**config.mk**
```make
export PLATFORM = sky130hd
export DESIGN_NAME = player_motion_ctrl_flat
export DESIGN_NICKNAME = d
export VERILOG_FILES = /design/src/rtl/player_motion_ctrl_if.sv /design/src/rtl/player_motion_ctrl.sv /design/src/flat_wrapper.sv
export SDC_FILE = /design/constraint.sdc
export NUM_CORES = 1
export LEC_CHECK = 0
export CAP_MARGIN = 15
export CORE_ASPECT_RATIO = 0.6
export CORE_MARGIN = 2
export CORE_UTILIZATION = 40
export CTS_CLUSTER_DIAMETER = 80
export CTS_CLUSTER_SIZE = 24
export DETAILED_ROUTE_END_ITERATION = 7
export HOLD_SLACK_MARGIN = 0.02
export SLEW_MARGIN = 20
export SYNTH_ARGS = -nofsm -noshare
export SYNTH_HDL_FRONTEND = slang
export SYNTH_SLANG_ARGS = --single-unit
```
**constraint.sdc**
```tcl
create_clock -name clk -period 2.7 [get_ports clk]
set_input_delay 0.27 -clock clk [delete_from_list [all_inputs] [get_ports clk]]
set_output_delay 0.27 -clock clk [all_outputs]
set_load 0.01 [all_outputs]
```
**src/rtl/player_motion_ctrl_if.sv**
```systemverilog
// Signal bundle between the keyboard/collision sources and the player motion controller.
// The controller uses the slave modport; the key/collision source side uses master.
interface player_motion_ctrl_if;
    logic       startOfFrame;
    logic       leftKey;
    logic       rightKey;
    logic       collision;
    logic [3:0] HitEdgeCode;
    logic       moveLeftN;
    logic       moveRightN;
    logic [6:0] speed;
    logic       blocked;

    modport master (
        output startOfFrame, leftKey, rightKey, collision, HitEdgeCode,
        input  moveLeftN, moveRightN, speed, blocked
    );

    modport slave (
        input  startOfFrame, leftKey, rightKey, collision, HitEdgeCode,
        output moveLeftN, moveRightN, speed, blocked
    );
endinterface

```
**src/rtl/player_motion_ctrl.sv**
```systemverilog
// Frame-rate horizontal motion sequencer: key arbitration, speed ramp and
// collision blocking, with registered active-low move enables for the mover.
module player_motion_ctrl #(
    parameter int MIN_SPEED = 16,
    parameter int MAX_SPEED = 64,
    parameter int ACCEL     = 4
) (
    input  logic                 clk,
    input  logic                 resetN,
    player_motion_ctrl_if.slave  bus
);

    typedef enum logic [2:0] {IDLE, RUN_L, RUN_R, BLOCK_L, BLOCK_R} state_t;

    localparam logic [6:0] MIN_SPD = 7'(MIN_SPEED);
    localparam logic [7:0] MAX_SPD = 8'(MAX_SPEED);
    localparam logic [7:0] ACC     = 8'(ACCEL);

    state_t     state_q, state_d;
    logic [6:0] speed_q, speed_d, speed_o_d;
    logic       hit_l_q, hit_r_q;
    logic       hit_l, hit_r;
    logic       key_l, key_r, key_b, key_n;
    logic [7:0] ramp;
    logic       move_l_n_q, move_r_n_q, blocked_q;
    logic       move_l_n_d, move_r_n_d, blocked_d;

    // A collision arriving in the startOfFrame cycle belongs to this frame.
    assign hit_l = hit_l_q | (bus.collision & bus.HitEdgeCode[3]);
    assign hit_r = hit_r_q | (bus.collision & bus.HitEdgeCode[1]);

    assign key_l = bus.leftKey & ~bus.rightKey;
    assign key_r = bus.rightKey & ~bus.leftKey;
    assign key_b = bus.leftKey & bus.rightKey;
    assign key_n = ~bus.leftKey & ~bus.rightKey;

    assign ramp = {1'b0, speed_q} + ACC;

    // Collision latches; each frame consumes whatever has gathered, state or not.
    always_ff @(posedge clk or negedge resetN) begin
        if (!resetN) begin
            hit_l_q <= 1'b0;
            hit_r_q <= 1'b0;
        end else if (bus.startOfFrame) begin
            hit_l_q <= 1'b0;
            hit_r_q <= 1'b0;
        end else if (bus.collision) begin
            // NOTE: non-blocking assignments in clocked blocks so every register
            // samples pre-edge values regardless of block ordering.
            if (bus.HitEdgeCode[3]) hit_l_q <= 1'b1;
            if (bus.HitEdgeCode[1]) hit_r_q <= 1'b1;
        end
    end

    always_ff @(posedge clk or negedge resetN) begin
        if (!resetN) begin
            state_q    <= IDLE;
            speed_q    <= '0;
            move_l_n_q <= 1'b1;
            move_r_n_q <= 1'b1;
            blocked_q  <= 1'b0;
        end else if (bus.startOfFrame) begin
            state_q    <= state_d;
            speed_q    <= speed_o_d;
            move_l_n_q <= move_l_n_d;
            move_r_n_q <= move_r_n_d;
            blocked_q  <= blocked_d;
        end
    end

    always_comb begin
        // NOTE: defaults up front keep every path assigned, so no latches are inferred.
        state_d = state_q;
        speed_d = speed_q;
        unique case (state_q)
            IDLE: begin
                if (key_l) begin
                    state_d = RUN_L;
                    speed_d = MIN_SPD;
                end else if (key_r) begin
                    state_d = RUN_R;
                    speed_d = MIN_SPD;
                end
            end
            RUN_L: begin
                if (hit_r) begin
                    state_d = BLOCK_L;
                    speed_d = '0;
                end else if (key_l || key_b) begin
                    speed_d = (ramp > MAX_SPD) ? MAX_SPD[6:0] : ramp[6:0];
                end else if (key_r) begin
                    state_d = RUN_R;
                    speed_d = MIN_SPD;
                end else begin
                    state_d = IDLE;
                    speed_d = '0;
                end
            end
            RUN_R: begin
                if (hit_l) begin
                    state_d = BLOCK_R;
                    speed_d = '0;
                end else if (key_r || key_b) begin
                    speed_d = (ramp > MAX_SPD) ? MAX_SPD[6:0] : ramp[6:0];
                end else if (key_l) begin
                    state_d = RUN_L;
                    speed_d = MIN_SPD;
                end else begin
                    state_d = IDLE;
                    speed_d = '0;
                end
            end
            // Blocked direction needs a release before it may run again.
            BLOCK_L: begin
                if (key_r) begin
                    state_d = RUN_R;
                    speed_d = MIN_SPD;
                end else if (key_n) begin
                    state_d = IDLE;
                end
            end
            BLOCK_R: begin
                if (key_l) begin
                    state_d = RUN_L;
                    speed_d = MIN_SPD;
                end else if (key_n) begin
                    state_d = IDLE;
                end
            end
            default: begin
                state_d = IDLE;
                speed_d = '0;
            end
        endcase
    end

    always_comb begin
        move_l_n_d = (state_d != RUN_L);
        move_r_n_d = (state_d != RUN_R);
        blocked_d  = (state_d == BLOCK_L) || (state_d == BLOCK_R);
        speed_o_d  = ((state_d == RUN_L) || (state_d == RUN_R)) ? speed_d : 7'd0;
    end

    assign bus.moveLeftN  = move_l_n_q;
    assign bus.moveRightN = move_r_n_q;
    assign bus.speed      = speed_q;
    assign bus.blocked    = blocked_q;

endmodule

```
**src/flat_wrapper.sv**
```systemverilog
// flat-port wrapper written by rule: the top's interface ports become plain ports
module player_motion_ctrl_flat 
#(
    parameter int MIN_SPEED = 16,
    parameter int MAX_SPEED = 64,
    parameter int ACCEL     = 4
)
  (clk, resetN, bus_startOfFrame, bus_leftKey, bus_rightKey, bus_collision, bus_HitEdgeCode, bus_moveLeftN, bus_moveRightN, bus_speed, bus_blocked);
  player_motion_ctrl_if bus_i ();
  input  logic clk;
  input  logic resetN;
  input wire logic [$bits(bus_i.startOfFrame)-1:0] bus_startOfFrame;
  input wire logic [$bits(bus_i.leftKey)-1:0] bus_leftKey;
  input wire logic [$bits(bus_i.rightKey)-1:0] bus_rightKey;
  input wire logic [$bits(bus_i.collision)-1:0] bus_collision;
  input wire logic [$bits(bus_i.HitEdgeCode)-1:0] bus_HitEdgeCode;
  output wire logic [$bits(bus_i.moveLeftN)-1:0] bus_moveLeftN;
  output wire logic [$bits(bus_i.moveRightN)-1:0] bus_moveRightN;
  output wire logic [$bits(bus_i.speed)-1:0] bus_speed;
  output wire logic [$bits(bus_i.blocked)-1:0] bus_blocked;
  assign bus_i.startOfFrame = bus_startOfFrame;
  assign bus_i.leftKey = bus_leftKey;
  assign bus_i.rightKey = bus_rightKey;
  assign bus_i.collision = bus_collision;
  assign bus_i.HitEdgeCode = bus_HitEdgeCode;
  assign bus_moveLeftN = bus_i.moveLeftN;
  assign bus_moveRightN = bus_i.moveRightN;
  assign bus_speed = bus_i.speed;
  assign bus_blocked = bus_i.blocked;
  player_motion_ctrl #(.MIN_SPEED(MIN_SPEED), .MAX_SPEED(MAX_SPEED), .ACCEL(ACCEL)) u_core (.clk(clk), .resetN(resetN), .bus(bus_i));
endmodule
```
==> results of run 1 <==
area by class of cell:
type                    instances  share of cell area (%)
repair buffers                 19                    15.3
multi-input cells              80                    44.9
well taps                      30                    3.10
flip-flops and latches         15                    31.2
clock inverters                 1                   0.619
clock buffers                   3                    3.41
inverters                       5                    1.55
worst max-delay path, cell delays in order (launching register included):
cell and delay, ps:
dfrtp_1 490, ha_1 250, or4b_1 450, a221o_1 300, o221a_2 160, or2_4 270
a21boi_2 130
cell usage after synthesis (all sizes together), types with 3 or more instances:
cell / count / share of area (%)
clkbuf: 5 / 1.9
or3: 3 / 2.1
dfrtp: 13 / 34
mux2: 3 / 3.5
nor2b: 4 / 2.6
nor2: 11 / 4.3
nor4: 3 / 1.9
nor3: 5 / 2.6
a21o: 3 / 2.5
inv: 5 / 1.9
nand2: 7 / 2.7
a21oi: 11 / 5.7
cells by family after synthesis:
family / Yosys count / share of synthesized area [%]
compound gates: 32 / 25.2
fa+ha+maj: 2 / 2.59
buf+inv: 11 / 4.41
simple gates: 41 / 23.2
xor+xnor: 1 / 0.908
flops: 15 / 39.2
mux: 4 / 4.54
sequential cells by signal (all words and copies together) (netlist names):
| name | cells |
|---|---|
| u_core.bus.blocked | 1 |
| u_core.bus.moveLeftN | 1 |
| u_core.bus.moveRightN | 1 |
| u_core.bus.speed | 7 |
| u_core.hit_l_q | 1 |
| u_core.hit_r_q | 1 |
| u_core.state_q | 3 |
power by group:
group	total, mW	switching [mW]	internal (mW)
registers	0.343	0.0710	0.272
logic	0.307	0.146	0.161
clock network	0.187	0.0834	0.104
routing by layer:
metal / track usage (%) / vias to the layer above / routed length (um)
met2: 24.6 / 20 / 864
met1: 30.8 / 385 / 1250
met4: 2.45 / 0 / 8
li1: - / 429 / -
met5: 0 / - / 0
met3: 5.65 / 2 / 108
final timing paths:
check / startpoint / to / slack, ps / cells after the start
max in group asynchronous: resetN / u_core.bus.speed[1] / 1830 / 1
max reg2reg: u_core.bus.speed[2] / u_core.bus.speed[1] / 580 / 6
max: u_core.bus.speed[2] / u_core.bus.speed[1] / 580 / 6
min in group clk: u_core.bus.moveRightN / u_core.bus.moveRightN / 490 / 2
min reg2reg: u_core.bus.moveRightN / u_core.bus.moveRightN / 490 / 2
min: resetN / u_core.bus.speed[6] / 430 / 1
through the flow:
| step | total power [mW] | cell area (um^2) | setup slack, ps | hold WS [ps] |
|---|---|---|---|---|
| detailed placement | 0.654 | 1160 | 321 | 491 |
| global route | 0.902 | 1210 | 350 | 493 |
| floorplan | 0.535 | 965 | 730 | -25.6 |
| finish | 0.837 | 1210 | 576 | 435 |
| CTS | 0.842 | 1210 | 559 | 455 |
| global placement | 0.647 | 1160 | 346 | 479 |
==> results by group, run 1 <==
Status
  – Status: complete, no violations

Critical path
  – CP Capture Type: flip-flop
  – Crit Path Max Fanout: 7
  – Type of the worst setup path: reg -> reg
  – Worst setup SP type: flip-flop
  – Worst EP required: 2880 ps
  – Arrival time worst endpoint: 2300 ps

CTS
  – Postcts setup bufs: 0
  – Cts bufs inserted: 3
  – Clock Sink Count: 15
  – PostCTS Resize Cnt: 0
  – CTS root buf: clkbuf_8
  – Hold-fix buffers at CTS: 0
  – CTS H-tree depth: 1
  – CTS max path bufs: 2
  – Worst-skew pair later-pin latency: 250 ps
  – CTS tree: built
  – Clk slew on worst S/H paths: 60 ps

STA
  – Tmin final: 2120 ps
  – Tcrit/Tclk final: 78.7%
  – Max transition margin: 54.2%
  – Final setup skew: 0.704 ps
  – Final setup viols: 0
  – TNS Setup: 0 ps
  – Worst slew pin tran: 684 ps
  – Max Clock Freq: 471 MHz
  – Max-slew violation count: 0
  – RSZ-0062 raised after global routing: false
  – Final hold vios: 0

Flow run
  – # Max-Cap Violations: 0

Floorplanning
  – Die ar.: 0.00283 mm^2
  – Initial Utilization: 43.3%
  – IO Pins: 20
  – DIE HEIGHT: 42.0 um
  – Row count: 13
  – Core Area: 0.00223 mm^2
  – Die W: 67.4 um

Drt
  – DRC viols: 0
  – Initial drt markers: 117
  – Total routed wirelength: 2.23 mm
  – DR vias/cell: 5.46
  – Via count: 836
  – Detail Route Antenna Nets: 0
  – Wire per inst: 14.6 um
  – First-pass iteration count of the detailed router: 4

Finish
  – Commonest non-fill, non-tap cell in the layout: clkdlybuf4s50_1
  – Post-Route Utilization: 54.4%
  – Commonest cells after routing, fill and taps aside: clkdlybuf4s50_1, dfrtp_1, nor2_1, a21oi_1, nand2_1
  – Multi-input logic area: 544 um^2
  – Non-Filler Instances: 153
  – Area growth, synth to finish: 25.7%
  – # fillers: 193
  – Final net count: 136
  – Storage element area: 378 um^2
  – ANT cells: 0
  – Layout cell share with drive strength beyond 1: 16.3%

Power
  – Pwr/cell area: 691 mW/mm^2
  – Peak supply drop: 0.395 mV
  – Leakage: 0.503 nW

Hold path
  – HP Class: in -> async

Synthesis
  – Post-Syn Area: 965 um^2
  – Top_reg_cell synth: dfrtp_1
  – Synthesized flop and latch total: 15
  – Synth Net Count: 118
  – Ys Warns: 0
  – Distinct cells, synth: 39
  – Post-Syn Instances: 106
  – Seq/Total Area, Yosys: 39.2%
  – Asr flop ratio synth: 100%
  – Number of enable flip-flop cells after synthesis: 0
  – Avg Inst Size Synth: 9.10 um^2

Placement
  – Buffers on Ports: 17
  – Detailed placement HPWL: 1.68 mm
  – Final Wtd Congestion: 0.800
  – Placed Cells incl. Taps: 149

GRT
  – Number of global-route vias before repair: 824
  – Initial antenna violation count: 0
  – First-pass GRT wire length: 3.97 mm
  – Total gr overflow: 0
  – Total GRT Usage: 18.9%
  – Largest net degree at the start of global routing: 19
Note: power is estimated with default switching activity, not from simulation.
==> run 2, diff against run 1 <==
- PLACE_DENSITY: unset -> 0.67
- clock period: 2.7 -> 1.7 ns (I/O delays scaled with it)
==> results by group, run 2 (synthesis results as in run 1) <==
Floorplanning
  – Row count: 13
  – IO Pins: 20
  – Die W: 67.4 um
  – DIE HEIGHT: 42.0 um
  – Core Area: 0.00223 mm^2
  – Die ar.: 0.00283 mm^2
  – Initial Utilization: 43.3%

Placement
  – DP Worst Slack: -400 ps
  – Final Wtd Congestion: 0.886
  – Detailed placement HPWL: 1.97 mm
  – DP Area: 0.00139 mm^2
  – Placed Cells incl. Taps: 176
  – Buffers on Ports: 17

STA
  – Final hold vios: 0
  – Final setup viols: 6
  – Max transition margin: 68.9%
  – Hold slack: 224 ps
  – Max-slew violation count: 0
  – Tmin final: 1900 ps
  – Max Clock Freq: 526 MHz
  – Tcrit/Tclk final: 112%
  – Worst slew pin tran: 462 ps
  – Post-route setup slack: -203 ps
  – Final setup skew: 4.07 ps
  – RSZ-0062 raised after global routing: true

CTS
  – CTS max path bufs: 2
  – CTS tree: built
  – Clock Sink Count: 15
  – Clk slew on worst S/H paths: 70 ps
  – Worst-skew pair later-pin latency: 260 ps
  – Cts bufs inserted: 3
  – CTS root buf: clkbuf_8
  – CTS H-tree depth: 1

Flow run
  – # Max-Cap Violations: 0

Power
  – Comb pwr share: 51.6%
  – Net Switching: 652 uW
  – Pwr/cell area: 1080 mW/mm^2
  – Pint: 1.06 mW
  – Sw frac: 38.1%
  – Leakage: 0.729 nW
  – Overall Power: 1.71 mW
  – Sequential share of power: 29.9%
  – Peak supply drop: 0.853 mV
  – Clock power frac: 18.5%

Hold path
  – HP Class: in -> async

GRT
  – First-pass GRT wire length: 4.94 mm
  – Largest net degree at the start of global routing: 19
  – Initial antenna violation count: 0
  – Number of global-route vias before repair: 954
  – Total gr overflow: 0
  – Total GRT Usage: 23.3%

Status
  – Failing checks: setup timing
  – Status: finished, violations left

Finish
  – Layout cell share with drive strength beyond 1: 44.8%
  – ANT cells: 0
  – Non-Filler Instances: 184
  – Final net count: 167
  – Commonest cells after routing, fill and taps aside: buf_4, clkdlybuf4s50_1, nor2_1
  – Area growth, synth to finish: 64.1%
  – Largest register FFs: 7
  – Fin area: 0.00158 mm^2
  – Commonest non-fill, non-tap cell in the layout: buf_4

Drt
  – Initial drt markers: 117
  – Routed wl met3: 299 um
  – Wire per inst: 17.6 um
  – DR vias/cell: 6.04
  – Met1 wire length: 1.45 mm
  – DRC viols: 0
  – Detail Route Antenna Nets: 0
  – Via count: 1111
  – Top layer in use: met4
  – Met2 Routed Length: 1.38 mm
  – First-pass iteration count of the detailed router: 4
  – Total routed wirelength: 3.25 mm

Critical path
  – Crit path launch: u_core.bus.speed[2]
  – Worst setup SP type: flip-flop
  – Worst EP required: 1890 ps
  – CP Capture Type: flip-flop
  – R2r startpoint: u_core.bus.speed[2]
  – Arrival time worst endpoint: 2100 ps
  – Crit Path Max Fanout: 4
  – Type of the worst setup path: reg -> reg
[run 2: cell types whose count changed in the layout (fill, tap and decap cells not counted), sizes merged]
cell           previous run  this run
clkdlybuf4s50            17        16
dlymetal6s2s              0         1
buf                       2        33
[run 2: critical path: stages (launching register included)]
cell	delay [ps]
dfrtp_2	390
ha_4	140
or4b_4	450
a221o_1	320
o221a_4	140
or2_4	250
a21boi_2	130
[run 2: power groups by stage]
| stage | logic (mW) | clock network [mW] | registers, mW |
|---|---|---|---|
| 4_1_cts | 0.791 | 0.320 | 0.504 |
| 6_report | 0.883 | 0.316 | 0.512 |
| 3_3_place_gp | 0.717 | 0 | 0.504 |
| 3_5_place_dp | 0.724 | 0 | 0.506 |
| 2_1_floorplan | 0.357 | 0 | 0.509 |
| 5_1_grt | 0.950 | 0.332 | 0.517 |
[run 2: worst paths after layout]
check	to	slack, ps	cells after the start
max in group asynchronous	u_core.bus.moveRightN	1230	2
max reg2reg	u_core.bus.speed[0]	-200	6
max	u_core.bus.speed[0]	-200	6
min reg2reg	u_core.bus.moveLeftN	500	2
min	u_core.state_q[2]	220	2
min in group clk	u_core.hit_l_q	420	4
[run 2: per-layer routing]
metal,GRT usage (%),vias up
met5,0,-
li1,-,497
met1,37.4,524
met2,31.5,74
met3,6.18,16
met4,2.45,0
[run 2: cell type report]
cell class	count	area, um^2
Multi-Input combinational cell	80	676
Clock buffer	3	41.3
Inverter	5	18.8
Fill cell	153	646
Tap cell	30	37.5
Clock inverter	1	7.51
Timing Repair Buffer	50	420
Sequential cell	15	382
[run 2: stage by stage]
stage               setup TNS, ps  utilization (%)
floorplan                    -554                -
global placement            -2030             62.4
detailed placement          -2630             62.4
CTS                          -857             68.7
global route                -1480             71.0
finish                       -933             71.0
[run 2: timing repair]
item | 4_1_cts | 5_1_grt
pin swaps | 1 | 2
hold buffers | 0 | 0
setup buffers | 3 | 1
hold endpoints to repair | 0 | 0
cloned | 0 | 0
setup endpoints to repair | 8 | 10
gates resized for setup | 11 | 9
